$ cat config.mk
export PLATFORM = sky130hd
export DESIGN_NAME = if_stage
export DESIGN_NICKNAME = d
export VERILOG_FILES = /design/src/rtl/if_stage.sv
export SDC_FILE = /design/constraint.sdc
export NUM_CORES = 1
export LEC_CHECK = 0
export CAP_MARGIN = 30
export CORE_MARGIN = 5
export CORE_UTILIZATION = 36
export CTS_CLUSTER_DIAMETER = 150
export DETAILED_ROUTE_END_ITERATION = 12
export SLEW_MARGIN = 20
export SYNTH_ARGS = -nofsm -noshare
export SYNTH_HDL_FRONTEND = slang
export SYNTH_SLANG_ARGS = --single-unit
$ cat constraint.sdc
create_clock -name clk -period 2.8 [get_ports clk]
set_input_delay 0.56 -clock clk [delete_from_list [all_inputs] [get_ports clk]]
set_output_delay 0.56 -clock clk [all_outputs]
set_load 0.05 [all_outputs]
$ cat src/rtl/if_stage.sv
// Instruction-fetch stage: owns the PC, runs the imem req/ready handshake and drives the IF/ID register.
// Redirects that arrive during an outstanding fetch are parked until the response retires, then applied.
//
// state   | meaning
// S_FETCH | request outstanding at pc; response either delivered, parked in hbuf, or killed
// S_HOLD  | response arrived under stall; word parked in hbuf, no request issued
module if_stage #(
   parameter logic [31:0] RESET_PC  = 32'h0000_0000,
   parameter logic [31:0] NOP_INSTR = 32'h0000_0013
) (
   input  logic        clk,
   input  logic        rst,
   input  logic        stall,
   input  logic        flush,
   input  logic        redirect_valid,
   input  logic [31:0] redirect_pc,
   output logic        imem_req,
   output logic [31:0] imem_addr,
   input  logic        imem_ready,
   input  logic [31:0] imem_rdata,
   output logic [31:0] IF_pc_out,
   output logic [31:0] IF_instr_out,
   output logic        IF_valid
);

   localparam logic [0:0] S_FETCH = 1'b0;
   localparam logic [0:0] S_HOLD  = 1'b1;

   logic [0:0]  state, state_nxt;
   logic [31:0] pc, pc_nxt;
   logic        pend, pend_nxt;
   logic [31:0] pend_pc, pend_pc_nxt;
   logic [31:0] hbuf, hbuf_nxt;
   logic        deliver;
   logic [31:0] deliver_instr;
   logic [31:0] redir_tgt;
   logic [31:0] pc_inc;
   logic        kill;

   assign redir_tgt = {redirect_pc[31:2], 2'b00};
   assign pc_inc    = pc + 32'd4;
   assign kill      = pend | redirect_valid;

   assign imem_req  = (state == S_FETCH) && !rst;
   assign imem_addr = pc;

   always_comb begin
      state_nxt     = state;
      pc_nxt        = pc;
      pend_nxt      = pend;
      pend_pc_nxt   = pend_pc;
      hbuf_nxt      = hbuf;
      deliver       = 1'b0;
      deliver_instr = hbuf;
      case (state)
         S_FETCH: begin
            if (!imem_ready) begin
               // the address must stay put until the memory answers, so park the target
               if (redirect_valid) begin
                  pend_nxt    = 1'b1;
                  pend_pc_nxt = redir_tgt;
               end
            end else if (kill) begin
               pc_nxt   = redirect_valid ? redir_tgt : pend_pc;
               pend_nxt = 1'b0;
            end else if (stall) begin
               hbuf_nxt  = imem_rdata;
               state_nxt = S_HOLD;
            end else begin
               deliver       = 1'b1;
               deliver_instr = imem_rdata;
               pc_nxt        = pc_inc;
            end
         end
         S_HOLD: begin
            if (redirect_valid) begin
               pc_nxt    = redir_tgt;
               state_nxt = S_FETCH;
            end else if (!stall) begin
               deliver   = 1'b1;
               pc_nxt    = pc_inc;
               state_nxt = S_FETCH;
            end
         end
         default: state_nxt = S_FETCH;
      endcase
   end

   always_ff @(posedge clk) begin
      if (rst) begin
         state   <= S_FETCH;
         pc      <= {RESET_PC[31:2], 2'b00};
         pend    <= 1'b0;
         pend_pc <= 32'd0;
         hbuf    <= NOP_INSTR;
      end else begin
         state   <= state_nxt;
         pc      <= pc_nxt;
         pend    <= pend_nxt;
         pend_pc <= pend_pc_nxt;
         hbuf    <= hbuf_nxt;
      end
   end

   // IF/ID: flush beats stall beats delivery; anything else is a bubble that keeps the old pc
   always_ff @(posedge clk) begin
      if (rst) begin
         IF_pc_out    <= 32'd0;
         IF_instr_out <= NOP_INSTR;
         IF_valid     <= 1'b0;
      end else if (flush) begin
         IF_instr_out <= NOP_INSTR;
         IF_valid     <= 1'b0;
      end else if (stall) begin
         IF_valid     <= IF_valid;
      end else if (deliver) begin
         IF_pc_out    <= pc;
         IF_instr_out <= deliver_instr;
         IF_valid     <= 1'b1;
      end else begin
         IF_instr_out <= NOP_INSTR;
         IF_valid     <= 1'b0;
      end
   end

endmodule
* Word-level counts from Yosys, hierarchy flattened
Index checks and enable logic that the tools add are counted.
Storage, ports and cells: bits of input ports 70, logic and storage cells 49, output and inout bits 98, register bits 163
Cells by class: equality and inequality tests 2, add/subtract/negate cells 1, mux-type cells 24, reductions and logical operators 8, bitwise gates (word level) 6
Operators by type and width (count):
- $mux 32 | 9
- $pmux 32 s2 | 1
- $add 32x3->32 const B | 1
- $mux 1 | 12
- $reduce_and 3->1 | 2
- $not 1->1 | 5
- $pmux 1 s2 | 2
- $reduce_and 4->1 | 1
- $ne 2x1->1 const B | 1
- $ne 2x2->1 const B | 1
- $reduce_and 2->1 | 1
- $reduce_bool 2->1 | 1
- $reduce_or 2->1 | 1
- $logic_and 1x1->1 | 1
- $logic_not 1->1 | 1
- $or 1x1->1 | 1

* Depth between registers and ports, before layout
depth after elaboration 5, mapped depth 9, gate-level depth less buffers 6

* Worst setup path after synthesis
OpenSTA, ideal clock, no wires.
path kind input port to output port, start in rst, end out imem_req, path slack 0.479 ns, cell stages on the path 4, arrival 1.761 ns, path buffers 3, cells stage by stage clkbuf_1 clkbuf_1 buf_1 nor2_1
On the way: longest elaborated chain between the ends 2
RTL lines:
- start: declaration | line 12 | input logic rst,
- $logic_not 1->1 | line 44 | assign imem_req = (state == S_FETCH) && !rst;
- $logic_and 1x1->1 | line 44
- end: declaration | line 17 | output logic imem_req,
Every way passes these cells.

* Final worst setup path
start reg pc[10], in the netlist imem_addr[10], end out imem_addr[10]
RTL lines:
- start: declaration | line 30 | logic [31:0] pc, pc_nxt;
- start signal: assignment | line 92 | pc <= {RESET_PC[31:2], 2'b00};
- start signal: assignment | line 98 | pc <= pc_nxt;
- end: declaration | line 18 | output logic [31:0] imem_addr,
No word-level cell between the ends.

==> impl_metrics.csv <==
group,metric,value,unit
cells_and_area,regArea,0.003263,mm^2
route,drc_errors,0,
synthesis,synth_ff_type,"dfxtp_1",
power_and_ir_drop,leakagePower,3.373,nW
die,die_h,152.6,um
min_path,holdCritPathClass,"reg -> reg",
clocking,post_cts_buffers,0,
clocking,clkSinkCount,163,
synthesis,synth_common_cells,"nand2_1 (227), dfxtp_1 (163), a21oi_1 (145)",
setup_path,worstPathCellList,"clkdlybuf4s50_1",
clocking,cts_resized,0,
synthesis,yosys.area.top_type,"dfxtp_1",
place,dpl.cell_count,1347,
global_route,grt_max_degree,57,
cells_and_area,layout.nets,1167,
setup_path,rr_endpoint,"imem_addr[27]$_SDFFE_PP0N_",
job,maxCapViolCount,0,
setup_path,worstPathArrival,1840,ps
timing,fmax,0.4171,GHz
clocking,cts_buffers,17,
die,fp.dieArea,0.02329,mm^2
setup_path,path_max_fanout,10,
route,wirelength,23130,um
min_path,min_from,"hbuf[7]$_SDFFE_PP0P_",
setup_path,crit_type,"reg -> out",
die,rows,52,
timing,rsz0062_at_grt,"no",
timing,hold_viol_final,0,
clocking,cts_root_buffer,"clkbuf_16",
clocking,clk_latency,430,ps
synthesis,ys_warn_count,0,
synthesis,ys_types,65,
synthesis,avgSynthCellArea,7.756,um^2
cells_and_area,n_fill_cell,1970,
global_route,overflow,0,
route,drt-initial-drc-count,526,
timing,finalSetupViolCount,0,
clocking,h-tree-depth,4,
timing,min_period,2398,ps
global_route,antenna_found_initial,0,
setup_path,r2r_cells,6,
power_and_ir_drop,vdd_drop_max,0.3868,mV
die,ioPinCount,168,
place,hpwl,16180,um
timing,period_share,85.63,%
die,dieWidth,152.6,um
cells_and_area,final_util,49.27,%
setup_path,crit_family,"buffers and inverters",
clocking,path_clk_slew,60,ps
place,io_buffers,165,
min_path,worstHoldEndpoint,"hbuf[7]$_SDFFE_PP0P_",
timing,slew_headroom,54.75,%
timing,fin_setup_tns,0,ps
synthesis,synth-edff-count,0,
setup_path,worst_ep_required_time,2240,ps
synthesis,synth_most_common_cell,"nand2_1",
synthesis,netlist_instances,944,
setup_path,startpoint_type,"flip-flop",
cells_and_area,syn2layout_area_growth,35.27,%
setup_path,setup.worst_path.start,"imem_addr[10]$_SDFFE_PP0N_",
synthesis,synthTopCellsByArea,"dfxtp_1 (45%), nand2_1 (12%), a21oi_1 (9.9%), mux2i_1 (4.4%), nor2_1 (4.3%)",
global_route,grt_pass1_vias,6610,
power_and_ir_drop,power.density,561.9,mW/mm^2
synthesis,netlist_area,0.007322,mm^2
synthesis,ys_ff_latch,163,
die,start_util,36.42,%
clocking,cts_tree,"built",
global_route,grt_pass1_wl,36920,um
route,firstDrtPassIters,5,
setup_path,cp_num_buf_inv,1,
route,ant_nets,0,
run_status,status,"completed",
synthesis,yosysSeqAreaShare,44.57,%
setup_path,critPathMaxStageDelay,880,ps
die,fp.coreArea,0.02010,mm^2
route,via_count,7072,
place,routabilityCongestion,0.8179,
timing,worst_pin_slew,678.7,ps
timing,skew,10.55,ps
cells_and_area,diodes,0,
cells_and_area,drive_above_1_share,7.935,%
clocking,cts_max_path_buffers,2,
setup_path,endpoint_kind,"output pin",
clocking,cts_hold_buf,0,
synthesis,synthArstFlopShare,0,%
timing,fin_hold_ws,452.7,ps
min_path,hold_depth,2,
synthesis,synth.net_count,1015,
cells_and_area,fin_cells,1379,
synthesis,synth_top_area_share,44.57,%
route,viasPerCell,5.128,
cells_and_area,multiInputGateArea,0.003659,mm^2
setup_path,r2r_setup_slack,680,ps
route,wire_per_inst,16.77,um
setup_path,r2r_start,"state$_SDFF_PP0_",
timing,slew_viol_final,0,
setup_path,slowest_stage,"clkdlybuf4s50_1",
global_route,grt_usage,19.38,%
-- power by group --
group          internal [mW]  leakage [nW]  switching (mW)
Combinational          0.317          1.77           0.477
Sequential              2.40          1.33          0.0954
Clock                   1.34         0.279           0.936
Total                   4.06          3.37            1.51
-- metal layers --
metal	part of all wire [%]	up-vias	track usage [%]
met5	0	-	0
met4	0.96	0	4.582
met3	6.9	20	4.999
met2	45	229	29.10
met1	47	3246	27.94
li1	-	3577	-
-- cell families (layout without fill, tap and decap cells) --
logic type / Yosys count / after routing / synth area share, %
compound gates: 246 / 246 / 19.98
xor+xnor: 3 / 3 / 0.3589
fa+ha+maj: 1 / 1 / 0.1709
flops: 163 / 163 / 44.57
simple gates: 404 / 404 / 24.44
mux: 35 / 35 / 4.836
buf+inv: 92 / 257 / 5.656
-- layout make-up --
cell class / instances / share of cell area (%)
timing repair buffer: 207 / 20.19
multi-input combinational: 689 / 36.94
clock buffer: 25 / 5.104
tap: 270 / 3.411
sequential: 163 / 32.95
inverter: 18 / 0.6822
clock inverter: 7 / 0.7327
-- worst reg2reg max path: stages (launching register included) --
cell	delay, ps
dfxtp_1	740
or2_2	490
o311ai_0	220
buf_4	200
a21oi_1	150
o31ai_1	90
o311a_1	120
-- state kept, by name (all words and copies together), names as in the netlist --
register / cells
hbuf: 32
IF_instr_out: 32
pend_pc: 32
imem_addr: 32
IF_pc_out: 32
IF_valid: 1
pend: 1
state: 1
-- worst max path at each step --
stage | endpoint | slack, ps | cells after the start
finish | imem_addr[10] | 400 | 1
floorplan | imem_req | 480 | 4
detailed placement | IF_pc_out[19]$_SDFFE_PP0P_ | 180 | 9
CTS | imem_addr[10] | 380 | 1
global route | imem_addr[10] | 290 | 1
global placement | IF_pc_out[28]$_SDFFE_PP0P_ | 210 | 9
-- cell usage in the layout (no fill, tap or decap), types with 7 or more instances in the layout --
cell type | netlist | final
nand3_1 | 9 | 9
nor4_1 | 17 | 17
buf_4 | 6 | 41
clkbuf_16 | 0 | 17
nand2b_1 | 7 | 7
o21ai_0 | 27 | 27
inv_1 | 18 | 18
nor2_1 | 83 | 81
a211oi_1 | 12 | 12
a21oi_1 | 145 | 145
nor3_1 | 13 | 13
dfxtp_1 | 163 | 163
nand4_1 | 7 | 7
clkdlybuf4s50_1 | 0 | 163
nand2_1 | 227 | 227
a221oi_1 | 11 | 11
mux2i_1 | 32 | 32
-- through the flow --
stage | area (um^2) | total power [mW] | setup WS (ps)
3_3_place_gp | 9326 | 3.329 | 211.3
5_1_grt | 9905 | 5.782 | 290.4
4_1_cts | 9905 | 5.612 | 383.6
6_report | 9905 | 5.565 | 402.5
3_5_place_dp | 9326 | 3.334 | 175.7
2_1_floorplan | 7322 | 2.986 | 479.3
No activity file was read; power rests on OpenSTA's default activity.
